[config.mk]
export PLATFORM = sky130hd
export DESIGN_NAME = idelay_tap_mgr
export DESIGN_NICKNAME = d
export VERILOG_FILES = /design/src/rtl/idelay_tap_mgr.sv
export SDC_FILE = /design/constraint.sdc
export NUM_CORES = 1
export LEC_CHECK = 0
export CORE_MARGIN = 4
export CORE_UTILIZATION = 51
export CTS_CLUSTER_DIAMETER = 200
export DETAILED_ROUTE_END_ITERATION = 10
export PLACE_DENSITY_LB_ADDON = 0.1
export RECOVER_POWER = 25
export SYNTH_ARGS = -nofsm -noshare
export SYNTH_HDL_FRONTEND = slang
export SYNTH_SLANG_ARGS = --single-unit
[constraint.sdc]
create_clock -name clk -period 4.5 [get_ports clk]
set_clock_uncertainty 0.05 [all_clocks]
set_input_delay 0.675 -clock clk [delete_from_list [all_inputs] [get_ports clk]]
set_output_delay 0.675 -clock clk [all_outputs]
set_load 0.1 [all_outputs]
[src/rtl/idelay_tap_mgr.sv]
// Tap manager for IDELAY-style elements: load/inc/dec/read requests, settle wait, one response each.
// Define IDELAY_TAP_SHADOW_EN to keep per-channel shadow taps that are cross-checked against the element.
module idelay_tap_mgr #(
    parameter int  CH_NUM     = 4,
    parameter int  TAP_W      = 5,
    parameter int  SETTLE_CYC = 8,
    localparam int CH_W       = (CH_NUM > 1) ? $clog2(CH_NUM) : 1
) (
    input  logic                    clk,
    input  logic                    rst,
    input  logic                    ctrl_rdy,
    input  logic                    req_valid,
    output logic                    req_ready,
    input  logic [CH_W-1:0]         req_ch,
    input  logic [1:0]              req_op,
    input  logic [TAP_W-1:0]        req_val,
    output logic                    rsp_valid,
    output logic [TAP_W-1:0]        rsp_tap,
    output logic                    rsp_err,
    output logic [CH_NUM-1:0]       dly_ce,
    output logic [CH_NUM-1:0]       dly_inc,
    output logic [CH_NUM-1:0]       dly_ld,
    output logic [CH_NUM*TAP_W-1:0] dly_cntvaluein,
    input  logic [CH_NUM*TAP_W-1:0] dly_cntvalueout,
    output logic                    busy
);

    typedef enum logic [2:0] {WAIT_RDY, IDLE, ISSUE, SETTLE, RESP, ABORT} state_t;

    localparam logic [1:0]       OP_LOAD     = 2'b00;
    localparam logic [1:0]       OP_INC      = 2'b01;
    localparam logic [1:0]       OP_DEC      = 2'b10;
    localparam logic [1:0]       OP_READ     = 2'b11;
    localparam logic [TAP_W-1:0] TAP_MAX     = '1;
    localparam logic [TAP_W-1:0] TAP_ONE     = TAP_W'(1);
    localparam logic [7:0]       SETTLE_LAST = 8'(SETTLE_CYC - 1);

    state_t                  state;
    logic [CH_W-1:0]         ch_q;
    logic [7:0]              settle_cnt;
    logic [CH_NUM-1:0]       ce_q, inc_q, ld_q;

    logic [TAP_W-1:0]        req_tap_hw, sel_tap_hw, req_tap, sel_tap;
    logic                    req_in_range, req_err, req_mis, sel_mis;

    // Out-of-range channels read as tap 0; they are rejected before anything uses the value.
    function automatic logic [TAP_W-1:0] tap_of(input logic [CH_W-1:0] ch,
                                                 input logic [CH_NUM*TAP_W-1:0] bus);
        logic [TAP_W-1:0] t;
        t = '0;
        for (int k = 0; k < CH_NUM; k++)
            if (int'(ch) == k) t = bus[k*TAP_W +: TAP_W];
        return t;
    endfunction

    assign req_tap_hw = tap_of(req_ch, dly_cntvalueout);
    assign sel_tap_hw = tap_of(ch_q, dly_cntvalueout);

`ifdef IDELAY_TAP_SHADOW_EN
    logic [CH_NUM*TAP_W-1:0] shadow_q;
    logic [1:0]              op_q;
    logic [TAP_W-1:0]        val_q;
    assign req_tap = tap_of(req_ch, shadow_q);
    assign sel_tap = tap_of(ch_q, shadow_q);
`else
    assign req_tap = req_tap_hw;
    assign sel_tap = sel_tap_hw;
`endif

    assign req_mis      = (req_tap != req_tap_hw);
    assign sel_mis      = (sel_tap != sel_tap_hw);
    assign req_in_range = (int'(req_ch) < CH_NUM);
    assign req_err      = !req_in_range
                        || (req_op == OP_INC && req_tap == TAP_MAX)
                        || (req_op == OP_DEC && req_tap == '0);

    assign req_ready = (state == IDLE) && ctrl_rdy;
    assign busy      = (state != IDLE);

    // Losing calibration kills a pulse in the same cycle rather than at the next edge.
    assign dly_ce  = ce_q  & {CH_NUM{ctrl_rdy}};
    assign dly_inc = inc_q & {CH_NUM{ctrl_rdy}};
    assign dly_ld  = ld_q  & {CH_NUM{ctrl_rdy}};

    always_ff @(posedge clk or posedge rst) begin
        if (rst) begin
            state          <= WAIT_RDY;
            ch_q           <= '0;
            settle_cnt     <= '0;
            ce_q           <= '0;
            inc_q          <= '0;
            ld_q           <= '0;
            rsp_valid      <= 1'b0;
            rsp_err        <= 1'b0;
            rsp_tap        <= '0;
            dly_cntvaluein <= '0;
`ifdef IDELAY_TAP_SHADOW_EN
            // NOTE: the shadow must mirror the element's reset tap, so it is reset despite being a per-channel array.
            shadow_q       <= '0;
            op_q           <= OP_LOAD;
            val_q          <= '0;
`endif
        end else begin
            // NOTE: pulses and rsp_valid default low here with non-blocking writes; later writes in this block win.
            ce_q      <= '0;
            inc_q     <= '0;
            ld_q      <= '0;
            rsp_valid <= 1'b0;
            rsp_err   <= 1'b0;

            case (state)
                WAIT_RDY: if (ctrl_rdy) state <= IDLE;

                IDLE: begin
                    if (!ctrl_rdy) begin
                        state <= WAIT_RDY;
                    end else if (req_valid) begin
                        ch_q <= req_ch;
`ifdef IDELAY_TAP_SHADOW_EN
                        op_q  <= req_op;
                        val_q <= req_val;
`endif
                        if (req_err || req_op == OP_READ) begin
                            state     <= RESP;
                            rsp_valid <= 1'b1;
                            rsp_err   <= req_err || req_mis;
                            rsp_tap   <= req_tap;
                        end else begin
                            state <= ISSUE;
                            for (int k = 0; k < CH_NUM; k++) begin
                                if (int'(req_ch) == k) begin
                                    case (req_op)
                                        OP_LOAD: begin
                                            ld_q[k]                          <= 1'b1;
                                            dly_cntvaluein[k*TAP_W +: TAP_W] <= req_val;
                                        end
                                        OP_INC: begin
                                            ce_q[k]  <= 1'b1;
                                            inc_q[k] <= 1'b1;
                                        end
                                        default: ce_q[k] <= 1'b1;
                                    endcase
                                end
                            end
                        end
                    end
                end

                ISSUE: begin
                    if (!ctrl_rdy) begin
                        state     <= ABORT;
                        rsp_valid <= 1'b1;
                        rsp_err   <= 1'b1;
                        rsp_tap   <= sel_tap;
                    end else begin
                        state      <= SETTLE;
                        settle_cnt <= SETTLE_LAST;
`ifdef IDELAY_TAP_SHADOW_EN
                        for (int k = 0; k < CH_NUM; k++) begin
                            if (int'(ch_q) == k) begin
                                case (op_q)
                                    OP_LOAD: shadow_q[k*TAP_W +: TAP_W] <= val_q;
                                    OP_INC:  shadow_q[k*TAP_W +: TAP_W] <= shadow_q[k*TAP_W +: TAP_W] + TAP_ONE;
                                    OP_DEC:  shadow_q[k*TAP_W +: TAP_W] <= shadow_q[k*TAP_W +: TAP_W] - TAP_ONE;
                                    default: ;
                                endcase
                            end
                        end
`endif
                    end
                end

                SETTLE: begin
                    if (!ctrl_rdy) begin
                        state     <= ABORT;
                        rsp_valid <= 1'b1;
                        rsp_err   <= 1'b1;
                        rsp_tap   <= sel_tap;
                    end else if (settle_cnt == '0) begin
                        state     <= RESP;
                        rsp_valid <= 1'b1;
                        rsp_err   <= sel_mis;
                        rsp_tap   <= sel_tap;
                    end else begin
                        settle_cnt <= settle_cnt - 8'd1;
                    end
                end

                RESP:    state <= IDLE;
                ABORT:   state <= WAIT_RDY;
                default: state <= WAIT_RDY;
            endcase
        end
    end

endmodule
==> summary.md <==
| Metric | Value |
|---|---|
| Setup TNS | `0 ps` |
| Synth Register Bits | `52` |
| Starting Density | `0.541` |
| Clk pwr share | `0.171` |
| Crit end category | `register` |
| Xor/xnor share of the synthesized area | `0.0200` |
| Vias in the first global route | `slightly below 2,000` |
| Tmin final | `between 3000 and 4000 ps` |
| Post_cts resized | `0` |
| Most area-consuming cells after synthesis | `dfrtp_1 (50%), mux2_2 (9.9%), mux4_2 (6.0%)` |
| Critical path's top delay family | `multiplexers` |
| Top cell type's share of synthesized area | `0.496` |
| Reg2Reg Depth | `5` |
| HP Class | `register to register` |
| Detailed Routing Iterations Pass 1 | `4` |
| Main combinational cell family by area after synthesis | `multiplexers` |
| Pre-CTS WS | `642 ps` |
| CP max FO | `12` |
| Sequential power share | `0.343` |
| Syn Inst Count | `222` |
| Layout cells sized above 1 | `0.216` |
| Mux contribution to synthesized area | `0.218` |
| Slew headroom | `-0.264` |
| Data required, critical path | `4650 ps` |
| Psw | `879 uW` |
| Most frequent cells in the layout | `clkdlybuf4s50_1 (59), dfrtp_1 (52), nor2_1 (35), mux2_2 (23), buf_4 (13)` |
| DRT iter0 DRCs | `80` |
| Drt total wl | `5830 um` |
| Die width | `between 70 and 80 um` |
| Sequential area share after synthesis | `0.496` |
| P_int | `1.02 mW` |
| Crit path kind | `primary input to register` |
| # H-tree levels | `2` |
| Syn_nets | `between 200 and 300` |
| Simple-Gate Fraction of Synth Area | `0.166` |
| Crit. Startpoint | `req_ch[0]` |
| CP max stage delay | `roughly 750 ps` |
| CTS Buf Count | `5` |
| Pwr/cell area | `approximately 550 mW/mm^2` |
| Dpl cells | `between 300 and 400` |
| Placed wire-length estimate | `around 4400 um` |
| Initial antenna violation count | `0` |
| Synth Area in Adders | `0.00954` |
| Clock Root Buffer | `clkbuf_8` |
| Tightest Pin Transition | `1890 ps` |
| Max cap viols | `1` |
| Top_reg_cell synth | `dfrtp_1` |
| Num ports | `between 70 and 80` |
| Most common cell after layout, fill and taps aside | `clkdlybuf4s50_1` |
| GRT Util Overall | `0.195` |
| Reg2Reg Capture Point | `rsp_tap[2]` |
| # hold bufs at CTS | `0` |
| CP Launch Type | `primary input` |
| Largest net degree at the start of global routing | `53` |
| Slew Limit Fails | `between 50 and 60` |
| Crit share post-route | `0.784` |
| CTS tree | `yes` |
| Reg clk slew, reported paths | `about 100 ps` |
| Final hold vios | `0` |
| Reg2Reg Launch Point | `settle_cnt[3]` |
| Netlist cell types | `42` |
| Max IR drop VDD | `between 0.4 and 0.5 mV` |
| Worst Path Buf+Inv | `1` |
| Core area | `0.00485 mm^2` |
| Post-synthesis async set-or-reset flop share | `1.00` |
| # setup viols final | `0` |
| Setup crit end | `rsp_tap[2]` |
| Peak Freq | `about 0.28 GHz` |
| Remaining global-route overflow | `0` |
| R2R setup slack | `2050 ps` |
| Final net count | `325` |
| Crit-path slowest cell | `clkdlybuf4s50_1` |
| Post-synth EDFFs | `0` |
| Worst path depth | `6` |
| Area Growth Syn to Fin | `31.8%` |
| Mapped Area | `between 0.002 and 0.003 mm^2` |
| Vias per cell | `5.43` |
| Yosys warns | `0` |
| Synth Area in Compound Gates | `0.0539` |
| Via count | `1,943` |
| Violated checks | `capacitance limit, slew limit` |
| Sw frac | `0.462` |
| Post-CTS setup buffers | `0` |
| Detail Route Antenna Nets | `0` |
| Antenna Cells | `0` |
| Wire length of the first global-routing pass | `9430 um` |
| Leak Pwr | `~1.6 nW` |
| Die area | `around 0.0064 mm^2` |
| Fin worst setup slack | `between 900 and 1000 ps` |
| Worst skew pair latency | `approximately 310 ps` |
| Combinational power share | `0.486` |
| WL/cell | `16.3 um` |
| Data arrival, critical path | `roughly 3700 ps` |
| Total power | `1.90 mW` |
| Die height | `~80 um` |
| # clock sinks | `52` |
| PortBufs | `73` |
| Critical-path cell list | `clkdlybuf4s50_1, mux4_1, or4_4, nor3_4, o311a_1, mux2_4` |
| RSZ-0062 raised after global routing | `no` |
| GPL Wtd Cong | `slightly above 0.9` |
| # rows | `25` |
| DRC | `0` |
| Clock Tree Buf Depth | `2` |
| Status | `finished with violations` |
| Post-Syn Area per Cell | `11.8 um^2` |
| Cell taking the most area after synthesis | `dfrtp_1` |
| Non-Filler Instances | `approximately 360` |
[routing by layer]
| layer | up-vias | part of all wire | track usage |
|---|---|---|---|
| li1 | 920 | - | - |
| met1 | 949 | 0.42 | 0.248 |
| met2 | 68 | 0.51 | 0.325 |
| met3 | 6 | 0.069 | 0.0564 |
| met4 | 0 | 0.0089 | 0.0533 |
| met5 | - | 0 | 0 |
[kinds of logic after synthesis]
kind of cell               count (synthesis)
xor gates and xnor gates                   6
AOI/OAI and AO/OA                         19
buffers and inverters                     22
muxes                                     38
DFF                                       52
and+or+nand+nor                           83
adders and majority gates                  2
[worst reg2reg max path: cells and delay by family (launching register included)]
| family | cells | cell delay, ps |
|---|---|---|
| and+or+nand+nor | 2 | 880 |
| muxes | 1 | 340 |
| AOI/OAI and AO/OA | 2 | 650 |
| DFF | 1 | 440 |
[per-stage QoR]
step           hold slack (ps)   util  area [um^2]
3_3_place_gp               438  0.690         3340
2_1_floorplan              456      -         2620
6_report                   459  0.713         3460
3_5_place_dp               443  0.690         3340
5_1_grt                    485  0.713         3460
4_1_cts                    462  0.713         3460
[cell usage after synthesis, types with 3 or more instances]
master / number
and2_1: 12
dfrtp_1: 52
xor2_1: 5
mux2_4: 5
clkbuf_1: 10
nand2_1: 8
a21oi_1: 3
mux4_1: 3
mux4_2: 7
inv_1: 10
o21ai_0: 3
mux2_2: 23
nand3_1: 3
nor3_1: 4
or3_1: 4
or2_2: 4
nor2_1: 35
[registers in the layout (all words and copies together), names as in the netlist]
signal and count:
dly_cntvaluein 20, state 3, ch_q 2, ce_q 4, rsp_tap 5, ld_q 4
inc_q 4, settle_cnt 8, rsp_err 1, rsp_valid 1
[how the worst min path moves through the flow]
| stage | start | endpoint | slack [ps] | cells past startpoint |
|---|---|---|---|---|
| finish | dly_cntvaluein[2] | dly_cntvaluein[2] | 460 | 1 |
| CTS | dly_cntvaluein[18] | dly_cntvaluein[18] | 460 | 1 |
| detailed placement | dly_cntvaluein[11] | dly_cntvaluein[11] | 440 | 1 |
| global route | dly_cntvaluein[18] | dly_cntvaluein[18] | 490 | 1 |
| floorplan | settle_cnt[7] | settle_cnt[7] | 460 | 2 |
| global placement | dly_cntvaluein[4] | dly_cntvaluein[4] | 440 | 1 |
[layout make-up]
type / count / area [um^2]
inverters: 10 / 37.5
multi-input cells: 148 / 1220
clock inverters: 2 / 38.8
repair buffers: 73 / 698
well taps: 67 / 83.8
fillers: 368 / 1390
flip-flops and latches: 52 / 1300
clock buffers: 6 / 72.6
[power groups by stage]
stage | sequential (mW) | clock, mW | combinational, mW
3_5_place_dp | 0.661 | 0 | 0.927
2_1_floorplan | 1.05 | 0 | 0.311
6_report | 0.652 | 0.326 | 0.924
5_1_grt | 0.668 | 0.353 | 0.966
4_1_cts | 0.652 | 0.331 | 0.930
3_3_place_gp | 0.658 | 0 | 0.916
Note: power is estimated with default switching activity, not from simulation.
